==> src/rtl/peripheral_mpi_wb_arbiter.sv <==
// Round-robin Wishbone arbiter sharing one MPI peripheral slave port among MASTERS requesters,
// with an ack watchdog that ends hung transfers with an error to the owning master.
module peripheral_mpi_wb_arbiter #(
    parameter int unsigned MASTERS = 4,
    parameter int unsigned TIMEOUT = 255
) (
    input  logic                   wb_clk_i,
    input  logic                   wb_rst_i,
    input  logic [MASTERS*3-1:0]   m_adr_i,
    input  logic [MASTERS*8-1:0]   m_dat_i,
    input  logic [MASTERS-1:0]     m_we_i,
    input  logic [MASTERS-1:0]     m_stb_i,
    input  logic [MASTERS-1:0]     m_cyc_i,
    input  logic [MASTERS*4-1:0]   m_sel_i,
    output logic [7:0]             m_dat_o,
    output logic [MASTERS-1:0]     m_ack_o,
    output logic [MASTERS-1:0]     m_err_o,
    output logic [2:0]             s_adr_o,
    output logic [7:0]             s_dat_o,
    output logic                   s_we_o,
    output logic                   s_stb_o,
    output logic                   s_cyc_o,
    output logic [3:0]             s_sel_o,
    input  logic [7:0]             s_dat_i,
    input  logic                   s_ack_i,
    output logic [MASTERS-1:0]     grant_o,
    output logic                   busy_o
);

    localparam int unsigned PW = (MASTERS > 1) ? $clog2(MASTERS) : 1;
    localparam int unsigned CW = $clog2(TIMEOUT + 1);

    typedef enum logic [0:0] {StIdle, StGrant} state_e;

    state_e             state_q, state_d;
    logic [MASTERS-1:0] grant_q, grant_d;
    logic [PW-1:0]      rr_q, rr_d;
    logic [CW-1:0]      wdog_q, wdog_d;
    logic [PW-1:0]      owner, owner_next, winner;
    logic               owner_cyc, owner_stb, timeout;

    always_comb begin
        owner = '0;
        for (int unsigned k = 0; k < MASTERS; k++) begin
            if (grant_q[k]) owner = PW'(k);
        end
    end

    // Scan from the highest offset down so the requester nearest the pointer is assigned last.
    always_comb begin
        int unsigned idx;
        idx    = 0;
        winner = rr_q;
        for (int i = int'(MASTERS) - 1; i >= 0; i--) begin
            idx = (int'(rr_q) + i) % MASTERS;
            if (m_cyc_i[idx]) winner = PW'(idx);
        end
    end

    assign owner_cyc  = m_cyc_i[owner];
    assign owner_stb  = m_stb_i[owner];
    assign owner_next = (owner == PW'(MASTERS - 1)) ? '0 : owner + 1'b1;
    // A same-cycle ack beats the watchdog.
    assign timeout    = (state_q == StGrant) && owner_stb && !s_ack_i &&
                        (wdog_q == CW'(TIMEOUT));

    always_comb begin
        state_d = state_q;
        grant_d = grant_q;
        rr_d    = rr_q;
        wdog_d  = '0;
        unique case (state_q)
            StIdle: begin
                if (|m_cyc_i) begin
                    state_d = StGrant;
                    grant_d = MASTERS'(1) << winner;
                end
            end
            StGrant: begin
                if (!owner_cyc || timeout) begin
                    state_d = StIdle;
                    grant_d = '0;
                    rr_d    = owner_next;
                end else if (owner_stb && !s_ack_i) begin
                    wdog_d = (wdog_q == CW'(TIMEOUT)) ? wdog_q : wdog_q + 1'b1;
                end
            end
            default: state_d = StIdle;
        endcase
    end

    always_comb begin
        m_dat_o = s_dat_i;
        m_ack_o = '0;
        m_err_o = '0;
        s_adr_o = '0;
        s_dat_o = '0;
        s_we_o  = 1'b0;
        s_stb_o = 1'b0;
        s_cyc_o = 1'b0;
        s_sel_o = '0;
        if (state_q == StGrant) begin
            s_adr_o        = m_adr_i[owner*3 +: 3];
            s_dat_o        = m_dat_i[owner*8 +: 8];
            s_we_o         = m_we_i[owner];
            s_sel_o        = m_sel_i[owner*4 +: 4];
            s_cyc_o        = owner_cyc;
            s_stb_o        = owner_stb && !timeout;
            m_ack_o[owner] = s_ack_i;
            m_err_o[owner] = timeout;
        end
    end

    assign grant_o = grant_q;
    assign busy_o  = (state_q == StGrant);

    always_ff @(posedge wb_clk_i) begin
        if (wb_rst_i) begin
            state_q <= StIdle;
            grant_q <= '0;
            rr_q    <= '0;
            wdog_q  <= '0;
        end else begin
            state_q <= state_d;
            grant_q <= grant_d;
            rr_q    <= rr_d;
            wdog_q  <= wdog_d;
        end
    end

endmodule

==> config.mk <==
export PLATFORM = sky130hd
export DESIGN_NAME = peripheral_mpi_wb_arbiter
export DESIGN_NICKNAME = d
export VERILOG_FILES = /design/src/rtl/peripheral_mpi_wb_arbiter.sv
export SDC_FILE = /design/constraint.sdc
export NUM_CORES = 1
export LEC_CHECK = 0
export BUFFER_PORTS_ARGS = -buffer_cell sky130_fd_sc_hd__clkbuf_2
export CORE_MARGIN = 2
export CORE_UTILIZATION = 30
export CTS_BUF_LIST = sky130_fd_sc_hd__clkbuf_8 sky130_fd_sc_hd__clkbuf_16
export DETAILED_ROUTE_END_ITERATION = 8
export GPL_ROUTABILITY_DRIVEN = 0
export SYNTH_ARGS = -nofsm -noshare
export SYNTH_HDL_FRONTEND = slang
export SYNTH_SLANG_ARGS = --single-unit
==> constraint.sdc <==
create_clock -name wb_clk_i -period 2 [get_ports wb_clk_i]
set_clock_uncertainty 0.05 [all_clocks]
set_input_delay 0.2 -clock wb_clk_i [delete_from_list [all_inputs] [get_ports wb_clk_i]]
set_output_delay 0.2 -clock wb_clk_i [all_outputs]
set_load 0.02 [all_outputs]
== Yosys cells after proc, flatten, opt, wreduce, memory -nomap -nowiden ==
Index checks and enable logic that the tools add are counted.

* Register bits after elaboration: 15
* Latch bits: 0
* Bits in writable memories: 0
* Bits in read-only memories: 0
* Input port bits: 83
* Memories: 0

* Add/sub/neg operators: 5
* Multipliers: 1
* Div/mod/pow operators: 0
* Order comparisons: 6
* Eq/ne operators: 4
* Shift operators: 4
* Mux-type cells: 38
* Bitwise operators: 4
* Reductions and logical operators: 14

{| class="wikitable"
|+ Operators with widths
! cell !! count
|-
| 32-bit by 6-bit variable part select with 8-bit output || 1
|-
| 4-bit 2-to-1 mux || 5
|-
| 16-bit by 5-bit variable part select with 4-bit output || 1
|-
| 2-bit by 3-bit less-than comparator with 1-bit output, second input constant || 5
|-
| 1-bit binary-select mux with 2-bit select || 7
|-
| 1-bit 2-to-1 mux || 14
|-
| 2-bit 2-to-1 mux || 7
|-
| 12-bit by 5-bit variable part select with 3-bit output || 1
|-
| 8-bit by 1-bit adder with 8-bit output, second input constant || 1
|-
| 4-bit AND || 2
|-
| 8-bit equality test, second input constant || 1
|-
| 8-bit 2-to-1 mux || 1
|-
| 4-bit one-hot mux with 2 select lines || 1
|-
| 4-bit OR reduction || 2
|-
| 1-bit logical AND || 6
|-
| 2-bit by 1-bit adder with 2-bit output, second input constant || 2
|-
| 2-bit adder, second input constant || 2
|-
| 2-bit by 2-bit multiplier with 4-bit output, second input constant || 1
|-
| 2-bit AND reduction || 2
|-
| 1-bit by 2-bit << shifter with 4-bit output, first input constant || 1
|-
| 1-bit zero test || 3
|-
| 3-bit 2-to-1 mux || 1
|-
| 1-bit demux with 2-bit select || 1
|-
| 2-bit equality test, second input constant || 1
|-
| 6 further kinds || 7
|}

== Depth between registers and ports, before layout ==
* Depth in word-level cells: 11
* Depth in mapped cells: 7
* Mapped depth without buffers: 6

== Least setup slack after synthesis ==
OpenSTA, ideal clock, no wires.

* Path kind: register to output
* Start point: reg grant_q[2], in the netlist grant_o[2]
* End point: out s_stb_o
* Arrival time: 1,635 ps
* Data required time: 1,750 ps
* Path slack: 115 ps
* Cell stages (with the launch flop): 6
* Path buffers: 1
* Path through: dfxtp_1 > buf_4 > or3b_2 > o2111ai_2 > nor3_1 > nor2_1

* Longest elaborated chain between the ends: 10

{| class="wikitable"
|+ Ends and longest elaborated chain
! element !! line !! RTL
|-
| from (decl) || 36 || <nowiki>logic [MASTERS-1:0] grant_q, grant_d;</nowiki>
|-
| from (signal assigned) || 125 || <nowiki>grant_q <= grant_d;</nowiki>
|-
| 2-bit 2-to-1 mux (*) (2 in series) || 45 || <nowiki>if (grant_q[k]) owner = PW'(k);</nowiki>
|-
| 1-bit binary-select mux with 2-bit select (*) || 61 || <nowiki>assign owner_stb = m_stb_i[owner];</nowiki>
|-
| 1-bit 2-to-1 mux (implied by the code) (*) || 61 ||
|-
| 1-bit logical AND (3 in series) || 64 || <nowiki>assign timeout = (state_q == StGrant) && owner_stb && !s_ack_i &&</nowiki>
|-
| 1-bit zero test || 108 || <nowiki>s_stb_o = owner_stb && !timeout;</nowiki>
|-
| 1-bit logical AND (*) || 108 ||
|-
| 1-bit 2-to-1 mux (*) || 102 || <nowiki>if (state_q == StGrant) begin</nowiki>
|-
| to (decl) || 21 || <nowiki>output logic s_stb_o,</nowiki>
|}

Every way passes the cells marked *; elsewhere a longest branch is shown, timed or not. The select of a mux whose other input is x is not followed.

== Worst setup path after layout ==
* Start point: reg wdog_q[0]
* End point: out m_err_o[3]

* Longest elaborated chain between the ends: 4

{| class="wikitable"
|+ Ends and longest elaborated chain
! element !! line !! RTL
|-
| from (decl) || 38 || <nowiki>logic [CW-1:0] wdog_q, wdog_d;</nowiki>
|-
| from (signal assigned) || 127 || <nowiki>wdog_q <= wdog_d;</nowiki>
|-
| 8-bit equality test || 65 || <nowiki>(wdog_q == CW'(TIMEOUT));</nowiki>
|-
| 1-bit logical AND || 64 ||
|-
| 4-bit AND (no line) || -- ||
|-
| 4-bit 2-to-1 mux || 102 ||
|-
| to (decl) || 17 || <nowiki>output logic [MASTERS-1:0] m_err_o,</nowiki>
|}

No other way between the ends.

==> results.yml <==
cells_and_area:
  drive_gt1_share_pct: 45.3
  finalNetCount: 400
  area_delta_synth_final_pct: 43.1
  fin_area_um2: 2350
  insertedDiodeCount: 0
  n_fill_cell: 552
  instances_no_fill: 381
global_route:
  grtUsageTotal_pct: 15.1
  antenna_found_initial: 0
  grt-ovfl-total: 0
  grt_pass1_vias: 1615
  grt_max_degree: 21
  grt_pass1_wl_um: 7420
setup_path:
  endpoint: "m_err_o[3]"
  path_class: "reg2out"
  regToRegSetupSlack_ns: 0.22
  r2r_end: "rr_q[1]"
  start_kind: "flip-flop"
  cp.arrival_ns: 1.66
  crit_start: "wdog_q[0]"
  rr_worst_depth: 6
  r2r-start: "wdog_q[0]"
  cp.required_ns: 1.75
  end_kind: "primary output"
  crit_fanout: 5
cts:
  clock_sinks: 15
  cts_max_level: 1
  clk_latency_ns: 0.25
  path_clk_slew_ns: 0.06
  ctsHoldBuffers: 0
  cts_buffers: 3
  cts-root-buf: "clkbuf_8"
  cts.path.max_buffers: 2
  tritoncts: "built"
floorplanning:
  core_um2: 5200
  initial_core_util_pct: 31.5
  fp.dieH_um: 78.0
  dieArea_um2: 6080
  die_w_um: 78.0
  num_io_pins: 122
  rows: 26
outcome:
  status: "completed"
min_path:
  min_path_type: "in2reg"
route:
  ant_nets: 0
  drt_iter0_markers: 36
  post_drt_wl_per_cell_um: 12.6
  vias_per_cell: 4.76
  drc_errors: 0
  drt-pass1-iter-count: 4
  vias: 1813
  drt-total-wl_um: 4800
synth:
  synthFlopType: "dfxtp_1"
  async_flop_share_pct: 0
  synth_seq_cells: 15
  synth_top_area_cell: "mux2i_1"
  ys_warn_count: 0
  yosysTopAreaCellShare_pct: 20.7
  ys_top_cells_by_area: "mux2i_1, dfxtp_1, nor2_1"
  netlist_top_cells_count: "mux2i_1, nor2_1, nand2_1, o21ai_0, dfxtp_1"
  synthesis.nets: 297
  seq_area_frac_synth_pct: 18.3
  yosysMostFrequentCell: "mux2i_1"
  ys_types: 47
  synth-edff-count: 0
  syn_area_um2: 1640
  synth_cells: 209
  syn_avg_cell_area_um2: 7.85
timing:
  hold_viol_final: 0
  post-route-period-util_pct: 95.7
  fin_tns_setup_ns: 0
  slew_violations: 0
  fmax_mhz: 522
  worst_slew_pin_slew_ns: 0.382
  period_minus_slack_ns: 1.91
  setup_viol: 0
  slew_headroom_pct: 74.4
pwr:
  total_power_mw: 1.05
  p_leak_nw: 1.06
  irDropWorstVdd_uv: 341
  power_density_nw_per_um2: 446
place:
  placedCellCount: 376
  dp_hpwl_um: 3980
  dpl_cell_area_um2: 2220
  port_buffers: 105
run:
  max_cap_violations: 0
power breakdown:
part / total, mW / switching, mW / internal [mW]
Sequential: 0.330 / 0.0193 / 0.311
Clock: 0.250 / 0.113 / 0.136
Combinational: 0.468 / 0.256 / 0.212
Total: 1.05 / 0.388 / 0.659
through the flow:
| stage | hold slack, ns | utilization (%) | worst slack [ns] |
|---|---|---|---|
| 6_report | 0.212 | 45.1 | 0.0858 |
| 5_1_grt | 0.239 | 45.1 | -0.00273 |
| 4_1_cts | 0.213 | 43.9 | 0.00898 |
| 3_5_place_dp | 0.350 | 42.6 | 0.0827 |
| 3_3_place_gp | 0.350 | 42.6 | 0.133 |
| 2_1_floorplan | 0.357 | - | 0.115 |
flip-flops by register name, summed over array words and instances, names as in the netlist:
name     cells
rr_q         2
grant_o      4
busy_o       1
wdog_q       8
layout make-up:
type / instances / area [µm²] / share of cell area, %
Clock buffer: 3 / 41.3 / 1.76
Clock inverter: 1 / 3.75 / 0.160
Inverter: 5 / 18.8 / 0.799
Multi-Input combinational cell: 170 / 1250 / 53.4
Sequential cell: 15 / 308 / 13.1
Tap cell: 70 / 87.6 / 3.73
Timing Repair Buffer: 117 / 637 / 27.1
critical path, cell delays in order (launching register included):
cell and delay [ns]:
dfxtp_2 0.35, ha_4 0.15, and4_4 0.26, nand4_4 0.10, nor3_4 0.26, and2_1 0.16, buf_4 0.13
per-layer routing:
metal / track usage (%) / vias up / wire (µm) / share of wire (%)
li1: - / 934 / - / -
met1: 17.0 / 795 / 1890 / 39
met2: 29.1 / 77 / 2570 / 54
met3: 3.14 / 7 / 286 / 6.0
met4: 2.98 / 0 / 43 / 0.90
met5: 0 / - / 0 / 0
worst min-delay path by stage:
stage	start	to	slack, ns	cells past startpoint
final	wb_rst_i	busy_o	0.21	2
after global routing	wb_rst_i	busy_o	0.24	2
after CTS	wb_rst_i	busy_o	0.21	2
after detailed placement	s_dat_i[1]	m_dat_o[1]	0.35	0
after global placement	s_dat_i[1]	m_dat_o[1]	0.35	0
after floorplan	s_ack_i	busy_o	0.36	2
placed cells by master, fill, tap and decap left out, drive strengths merged, types with 2 or more instances in the layout:
master and count:
a211oi 2, clkbuf 103, mux2i 35, nand3 3
o21ai 18, nor2b 5, inv 5, xor2 4
dfxtp 15, nand2b 6, and3 5, nor2 30
buf 17, nand2 18, ha 5, nand4 2
nand3b 5, a21oi 3, o22ai 5, and2 4
logic make-up (layout without fill, tap and decap cells):
group / after synthesis / in the layout / synth area share, %
compound gates: 39 / 39 / 18.3
xor+xnor: 5 / 5 / 2.67
fa+ha+maj: 5 / 5 / 3.81
buf+inv: 24 / 126 / 8.31
flops: 15 / 15 / 18.3
mux: 36 / 36 / 22.3
simple gates: 85 / 85 / 26.4
repair_timing:
action	4_1_cts	5_1_grt
gates resized for setup	6	22
buffers inserted	0	1
setup endpoints to repair	6	9
pin swaps	1	5
cloned	0	0
No activity file was read; power rests on OpenSTA's default activity.
